==> src/rtl/pop_timer_core.sv <==
// POP Ramsey pulse sequencer: pump / MW / free-precession / MW / probe, repeating,
// with button-adjustable pi/2 and free-precession lengths latched at each pump entry.
module pop_timer_core #(
  parameter int PUMP_LEN     = 2500,
  parameter int DEAD_LEN     = 25,
  parameter int PROBE_LEN    = 2500,
  parameter int SAMPLE_DELAY = 250,
  parameter int SAMPLE_LEN   = 1250,
  parameter int P2_DEFAULT   = 25,
  parameter int P2_STEP      = 1,
  parameter int P2_MIN       = 1,
  parameter int P2_MAX       = 250,
  parameter int FP_DEFAULT   = 2500,
  parameter int FP_STEP      = 25,
  parameter int FP_MIN       = 25,
  parameter int FP_MAX       = 25000
) (
  input  logic clock_2_5M,
  input  logic reset,
  input  logic load_defaults,
  input  logic pieovertwo_plus,
  input  logic pieovertwo_minus,
  input  logic freeprecess_plus,
  input  logic freeprecess_minus,
  output logic pump,
  output logic MW,
  output logic probe,
  output logic sample
);

  localparam logic [15:0] PUMP_LEN_C     = 16'(PUMP_LEN);
  localparam logic [15:0] DEAD_LEN_C     = 16'(DEAD_LEN);
  localparam logic [15:0] PROBE_LEN_C    = 16'(PROBE_LEN);
  localparam logic [15:0] SAMPLE_START_C = 16'(SAMPLE_DELAY);
  localparam logic [15:0] SAMPLE_END_C   = 16'(SAMPLE_DELAY + SAMPLE_LEN);
  localparam logic [15:0] P2_DEFAULT_C   = 16'(P2_DEFAULT);
  localparam logic [15:0] P2_STEP_C      = 16'(P2_STEP);
  localparam logic [15:0] P2_MIN_C       = 16'(P2_MIN);
  localparam logic [15:0] P2_MAX_C       = 16'(P2_MAX);
  localparam logic [15:0] FP_DEFAULT_C   = 16'(FP_DEFAULT);
  localparam logic [15:0] FP_STEP_C      = 16'(FP_STEP);
  localparam logic [15:0] FP_MIN_C       = 16'(FP_MIN);
  localparam logic [15:0] FP_MAX_C       = 16'(FP_MAX);

  typedef enum logic [2:0] {
    PH_PUMP  = 3'd0,
    PH_DEAD  = 3'd1,
    PH_MW1   = 3'd2,
    PH_FREE  = 3'd3,
    PH_MW2   = 3'd4,
    PH_PROBE = 3'd5
  } phase_t;

  // Saturating up/down step; opposing requests on the same clock cancel.
  function automatic logic [15:0] step_sat(
    input logic [15:0] val,
    input logic        up,
    input logic        dn,
    input logic [15:0] step,
    input logic [15:0] lo,
    input logic [15:0] hi
  );
    logic [16:0] sum_v;
    sum_v = {1'b0, val} + {1'b0, step};
    if (up && !dn) begin
      if (sum_v > {1'b0, hi}) begin
        step_sat = hi;
      end else begin
        step_sat = sum_v[15:0];
      end
    end else if (dn && !up) begin
      if ({1'b0, val} < ({1'b0, lo} + {1'b0, step})) begin
        step_sat = lo;
      end else begin
        step_sat = val - step;
      end
    end else begin
      step_sat = val;
    end
  endfunction

  // Button order: {fp_minus, fp_plus, p2_minus, p2_plus}
  logic [3:0] btn_s;
  logic [3:0] sync1_r;
  logic [3:0] sync2_r;
  logic [3:0] prev_r;
  logic [3:0] rise_s;

  logic [15:0] p2_r;
  logic [15:0] fp_r;
  logic [15:0] p2_run_r;
  logic [15:0] fp_run_r;

  phase_t      phase_r;
  phase_t      phase_nxt_s;
  logic [15:0] cnt_r;
  logic [15:0] cnt_nxt_s;
  logic [15:0] phase_len_s;
  logic        run_r;
  logic        latch_s;
  logic        pump_nxt_s;
  logic        mw_nxt_s;
  logic        probe_nxt_s;
  logic        sample_nxt_s;

  assign btn_s  = {freeprecess_minus, freeprecess_plus, pieovertwo_minus, pieovertwo_plus};
  assign rise_s = sync2_r & ~prev_r;

  // Two-flop synchronizer followed by the edge-detect history register.
  always_ff @(negedge clock_2_5M or posedge reset) begin
    if (reset) begin
      sync1_r <= 4'b0000;
      sync2_r <= 4'b0000;
      prev_r  <= 4'b0000;
    end else begin
      sync1_r <= btn_s;
      sync2_r <= sync1_r;
      prev_r  <= sync2_r;
    end
  end

  // Working lengths: defaults dominate, otherwise one saturating step per edge.
  always_ff @(negedge clock_2_5M or posedge reset) begin
    if (reset) begin
      p2_r <= P2_DEFAULT_C;
      fp_r <= FP_DEFAULT_C;
    end else if (load_defaults) begin
      p2_r <= P2_DEFAULT_C;
      fp_r <= FP_DEFAULT_C;
    end else begin
      p2_r <= step_sat(p2_r, rise_s[0], rise_s[1], P2_STEP_C, P2_MIN_C, P2_MAX_C);
      fp_r <= step_sat(fp_r, rise_s[2], rise_s[3], FP_STEP_C, FP_MIN_C, FP_MAX_C);
    end
  end

  // Sequencer state, per-cycle length latches and registered outputs.
  always_ff @(negedge clock_2_5M or posedge reset) begin
    if (reset) begin
      phase_r  <= PH_PUMP;
      cnt_r    <= 16'd0;
      run_r    <= 1'b0;
      p2_run_r <= P2_DEFAULT_C;
      fp_run_r <= FP_DEFAULT_C;
      pump     <= 1'b0;
      MW       <= 1'b0;
      probe    <= 1'b0;
      sample   <= 1'b0;
    end else begin
      phase_r <= phase_nxt_s;
      cnt_r   <= cnt_nxt_s;
      run_r   <= 1'b1;
      if (latch_s) begin
        p2_run_r <= p2_r;
        fp_run_r <= fp_r;
      end else begin
        p2_run_r <= p2_run_r;
        fp_run_r <= fp_run_r;
      end
      pump   <= pump_nxt_s;
      MW     <= mw_nxt_s;
      probe  <= probe_nxt_s;
      sample <= sample_nxt_s;
    end
  end

  // Next phase/count; the first edge after reset enters PUMP at count 0.
  always_comb begin
    phase_nxt_s = phase_r;
    cnt_nxt_s   = cnt_r;
    latch_s     = 1'b0;
    case (phase_r)
      PH_PUMP:  phase_len_s = PUMP_LEN_C;
      PH_DEAD:  phase_len_s = DEAD_LEN_C;
      PH_MW1:   phase_len_s = p2_run_r;
      PH_FREE:  phase_len_s = fp_run_r;
      PH_MW2:   phase_len_s = p2_run_r;
      PH_PROBE: phase_len_s = PROBE_LEN_C;
      default:  phase_len_s = PUMP_LEN_C;
    endcase
    if (!run_r) begin
      phase_nxt_s = PH_PUMP;
      cnt_nxt_s   = 16'd0;
      latch_s     = 1'b1;
    end else if (cnt_r == (phase_len_s - 16'd1)) begin
      cnt_nxt_s = 16'd0;
      case (phase_r)
        PH_PUMP:  phase_nxt_s = PH_DEAD;
        PH_DEAD:  phase_nxt_s = PH_MW1;
        PH_MW1:   phase_nxt_s = PH_FREE;
        PH_FREE:  phase_nxt_s = PH_MW2;
        PH_MW2:   phase_nxt_s = PH_PROBE;
        PH_PROBE: begin
          phase_nxt_s = PH_PUMP;
          latch_s     = 1'b1;
        end
        default: begin
          phase_nxt_s = PH_PUMP;
          latch_s     = 1'b1;
        end
      endcase
    end else begin
      cnt_nxt_s = cnt_r + 16'd1;
    end
  end

  // Output decode of the state being entered, so outputs change on that same edge.
  always_comb begin
    pump_nxt_s   = (phase_nxt_s == PH_PUMP);
    mw_nxt_s     = (phase_nxt_s == PH_MW1) || (phase_nxt_s == PH_MW2);
    probe_nxt_s  = (phase_nxt_s == PH_PROBE);
    sample_nxt_s = (phase_nxt_s == PH_PROBE) && (cnt_nxt_s >= SAMPLE_START_C)
                   && (cnt_nxt_s < SAMPLE_END_C);
  end

endmodule

==> config.mk <==
export PLATFORM = sky130hd
export DESIGN_NAME = pop_timer_core
export DESIGN_NICKNAME = d
export VERILOG_FILES = /design/src/rtl/pop_timer_core.sv
export SDC_FILE = /design/constraint.sdc
export NUM_CORES = 1
export LEC_CHECK = 0
export CORE_MARGIN = 2
export CORE_UTILIZATION = 55
export CTS_CLUSTER_DIAMETER = 120
export DETAILED_ROUTE_END_ITERATION = 10
export GPL_TIMING_DRIVEN = 0
export HOLD_SLACK_MARGIN = 0.12
export PLACE_DENSITY = 0.76
export SETUP_SLACK_MARGIN = 0.5
export SYNTH_ARGS = -nofsm -noshare
export SYNTH_HDL_FRONTEND = slang
export SYNTH_SLANG_ARGS = --single-unit
==> constraint.sdc <==
create_clock -name clock_2_5M -period 4.95 [get_ports clock_2_5M]
set_input_delay 0.99 -clock clock_2_5M [delete_from_list [all_inputs] [get_ports clock_2_5M]]
set_output_delay 0.99 -clock clock_2_5M [all_outputs]
set_load 0.005 [all_outputs]
==> run metrics <==
core area 12100 µm²; Design Area, Final 7670 µm²; gr ovfl total 0; cell family contributing the most delay on the critical path flip-flops; CTS sink cnt 100; row count 40; Hold Crit Class flip-flop to flip-flop; CTS tree built; clock root buffer master clkbuf_16; vias in the first global route 5710; run status finished, final reports clean; cell area after synthesis 6830 µm²; endpoint class of the critical path output port; Tightest Pin Transition 0.940 ns; VDD IR max 0.178 mV; Detail Route Antenna Nets 0; Port Buffers 9; largest family of logic cells by synthesized area simple AND/OR/NAND/NOR gates; clk buf depth 2; GPL Wtd Cong 0.969; # IOs 11; Post-CTS Hold Fix Bufs 0; worst path required time 3.96 ns; Ant. Diodes 0; Vias 6015; PD cells 303 nW/µm²; Ys Warns 0; Synth Area in Compound Gates 17.4%; EDFF count, synth 0; crit start category flip-flop; die height 115 µm; Cells after DPL 939; Setup CP Type flip-flop to output port; worst clock skew 0.0642 ns; worst slew margin relative to its limit 37.2%; Worst Setup Slack post-DPL -0.124 ns; initial antenna violation count 0; Initial Utilization 56.7%; commonest non-fill, non-tap cell in the layout dfrtn_1; layout cell share with drive strength beyond 1 14.0%; Placed Area 7250 µm²; final wirelength 16800 µm; CP Buf/Inv Count 1; final hold violations 0; commonest non-fill, non-tap cells in the layout 84 x dfrtn_1, 79 x nor2_1, 57 x nand2_1; All-Layer GR Usage 26.5%; largest net degree at the start of global routing 45; Synth Area in XOR/XNOR 7.85%; CP arrival 3.43 ns; Synth cell types 79; post-synthesis mux area share 7.47%; Cells after Synth 760; drt drc 0; clk_lat worst skew 0.41 ns; Synth Area in Adders 1.46%; wire per inst 17.2 µm; DR iter-0 viols 487; endpoints failing setup 0; post-route insts no fill 974; fillers 998; max-slew violations 0; total CTS buffers 9; CP Max Fanout 1; full die area 13300 µm²; Seq cells post-synth 100; area grow syn2layout 12.2%; Leak 3.12 nW; worst path cell trace dlygate4sd2_1; worst setup slack after layout 0.529 ns; DR pass1 iterations 5; first-pass GRT wire length 28200 µm; die width 115 µm; fin nets 816; Clock transition at path regs 0.05 ns; Simple-Gate Fraction of Synth Area 23.5%; vias per inst 6.18; Mean Syn Cell Area 8.99 µm²; Top FF cell, synth dfrtn_1; htree depth 3; max-cap viol count 0; DP HPWL 12200 µm; sequential share of the synthesized area 36.9%; worst-path cell with the longest stage delay dfrtn_1; CP max stage delay 0.38 ns; syn nets 775; RSZ-0062 raised after global routing true; Async SR Flop Fraction 100%
[synth_stat cells, drive strengths merged (8+ instances only)]
cell type	count	area share (%)
nand4	12	1.1
xor2	21	3.0
mux2	33	7.0
buf	11	1.6
nor2	80	4.4
nor3	27	2.0
a31oi	8	0.73
xnor2	36	4.9
clkbuf	42	2.3
nand2	58	3.2
dfstp	16	6.2
inv	26	1.4
o21a	13	1.4
nand2b	12	1.1
nand3	27	2.0
dfrtn	84	31
nor2b	11	1.0
nor4	19	2.3
and2	9	0.82
a21oi	31	2.3
ha	8	1.5
o211ai	9	0.99
o31ai	9	0.99
o21ai	57	4.2
[repair_timing]
item / 4_1_cts / 5_1_grt
setup endpoints to repair: 21 / 18
pin swaps: 1 / 1
buffers inserted: 1 / 3
gates resized for setup: 8 / 8
[metal layers]
layer | vias to the layer above | track usage (%) | part of all wire (%)
met5 | - | 0 | 0
met4 | 0 | 9.32 | 2.0
met3 | 31 | 3.29 | 5.5
met2 | 191 | 41.9 | 48
met1 | 2967 | 37.8 | 45
li1 | 2826 | - | -
[area by class of cell]
class | count | area (µm²) | share of cell area [%]
Clock inverter | 21 | 116 | 1.52
Buffer | 53 | 297 | 3.87
Inverter | 25 | 97.6 | 1.27
Tap cell | 168 | 210 | 2.74
Timing Repair Buffer | 15 | 159 | 2.07
Clock buffer | 11 | 258 | 3.36
Sequential cell | 100 | 2520 | 32.9
Multi-Input combinational cell | 581 | 4010 | 52.3
[state kept, by name (all words and copies together), names as in the netlist, 4 cells and up]
register and cells:
cnt_r 16, fp_r 16, fp_run_r 16, p2_r 16, p2_run_r 16, prev_r 4
sync1_r 4, sync2_r 4
[report_power, final]
part,switching [mW],internal [mW],total (mW)
Clock,0.344,0.447,0.791
Combinational,0.317,0.211,0.529
Sequential,0.0753,0.928,1.00
Total,0.737,1.59,2.32
[per-stage QoR]
| step | setup TNS (ns) | util (%) | hold WS [ns] | power, mW |
|---|---|---|---|---|
| CTS | 0 | 63.3 | 0.295 | 2.33 |
| global route | 0 | 63.6 | 0.297 | 2.45 |
| global placement | -52.53 | 59.8 | 0.294 | 1.52 |
| floorplan | 0 | - | 0.292 | 1.41 |
| finish | 0 | 63.6 | 0.293 | 2.32 |
| detailed placement | -0.381 | 60.1 | 0.295 | 1.55 |
[worst paths after layout]
kind | startpoint | to | slack [ns] | cells past startpoint
min reg2reg | sync1_r[1] | sync2_r[1] | 0.29 | 0
max | pump | pump | 0.53 | 1
min in group asynchronous | reset | phase_r[1] | 3.45 | 2
min | sync1_r[1] | sync2_r[1] | 0.29 | 0
max in group asynchronous | reset | fp_run_r[8] | 0.73 | 3
max reg2reg | phase_r[0] | fp_run_r[0] | 0.62 | 15
[cell families (layout without fill, tap and decap cells)]
kind of cell	count (synthesis)	after routing
and+or+nand+nor	302	302
buffers and inverters	79	125
xor gates and xnor gates	57	57
muxes	36	36
adders and majority gates	8	8
other	1	1
DFF	100	100
AOI/OAI and AO/OA	177	177
No activity file was read; power rests on OpenSTA's default activity.
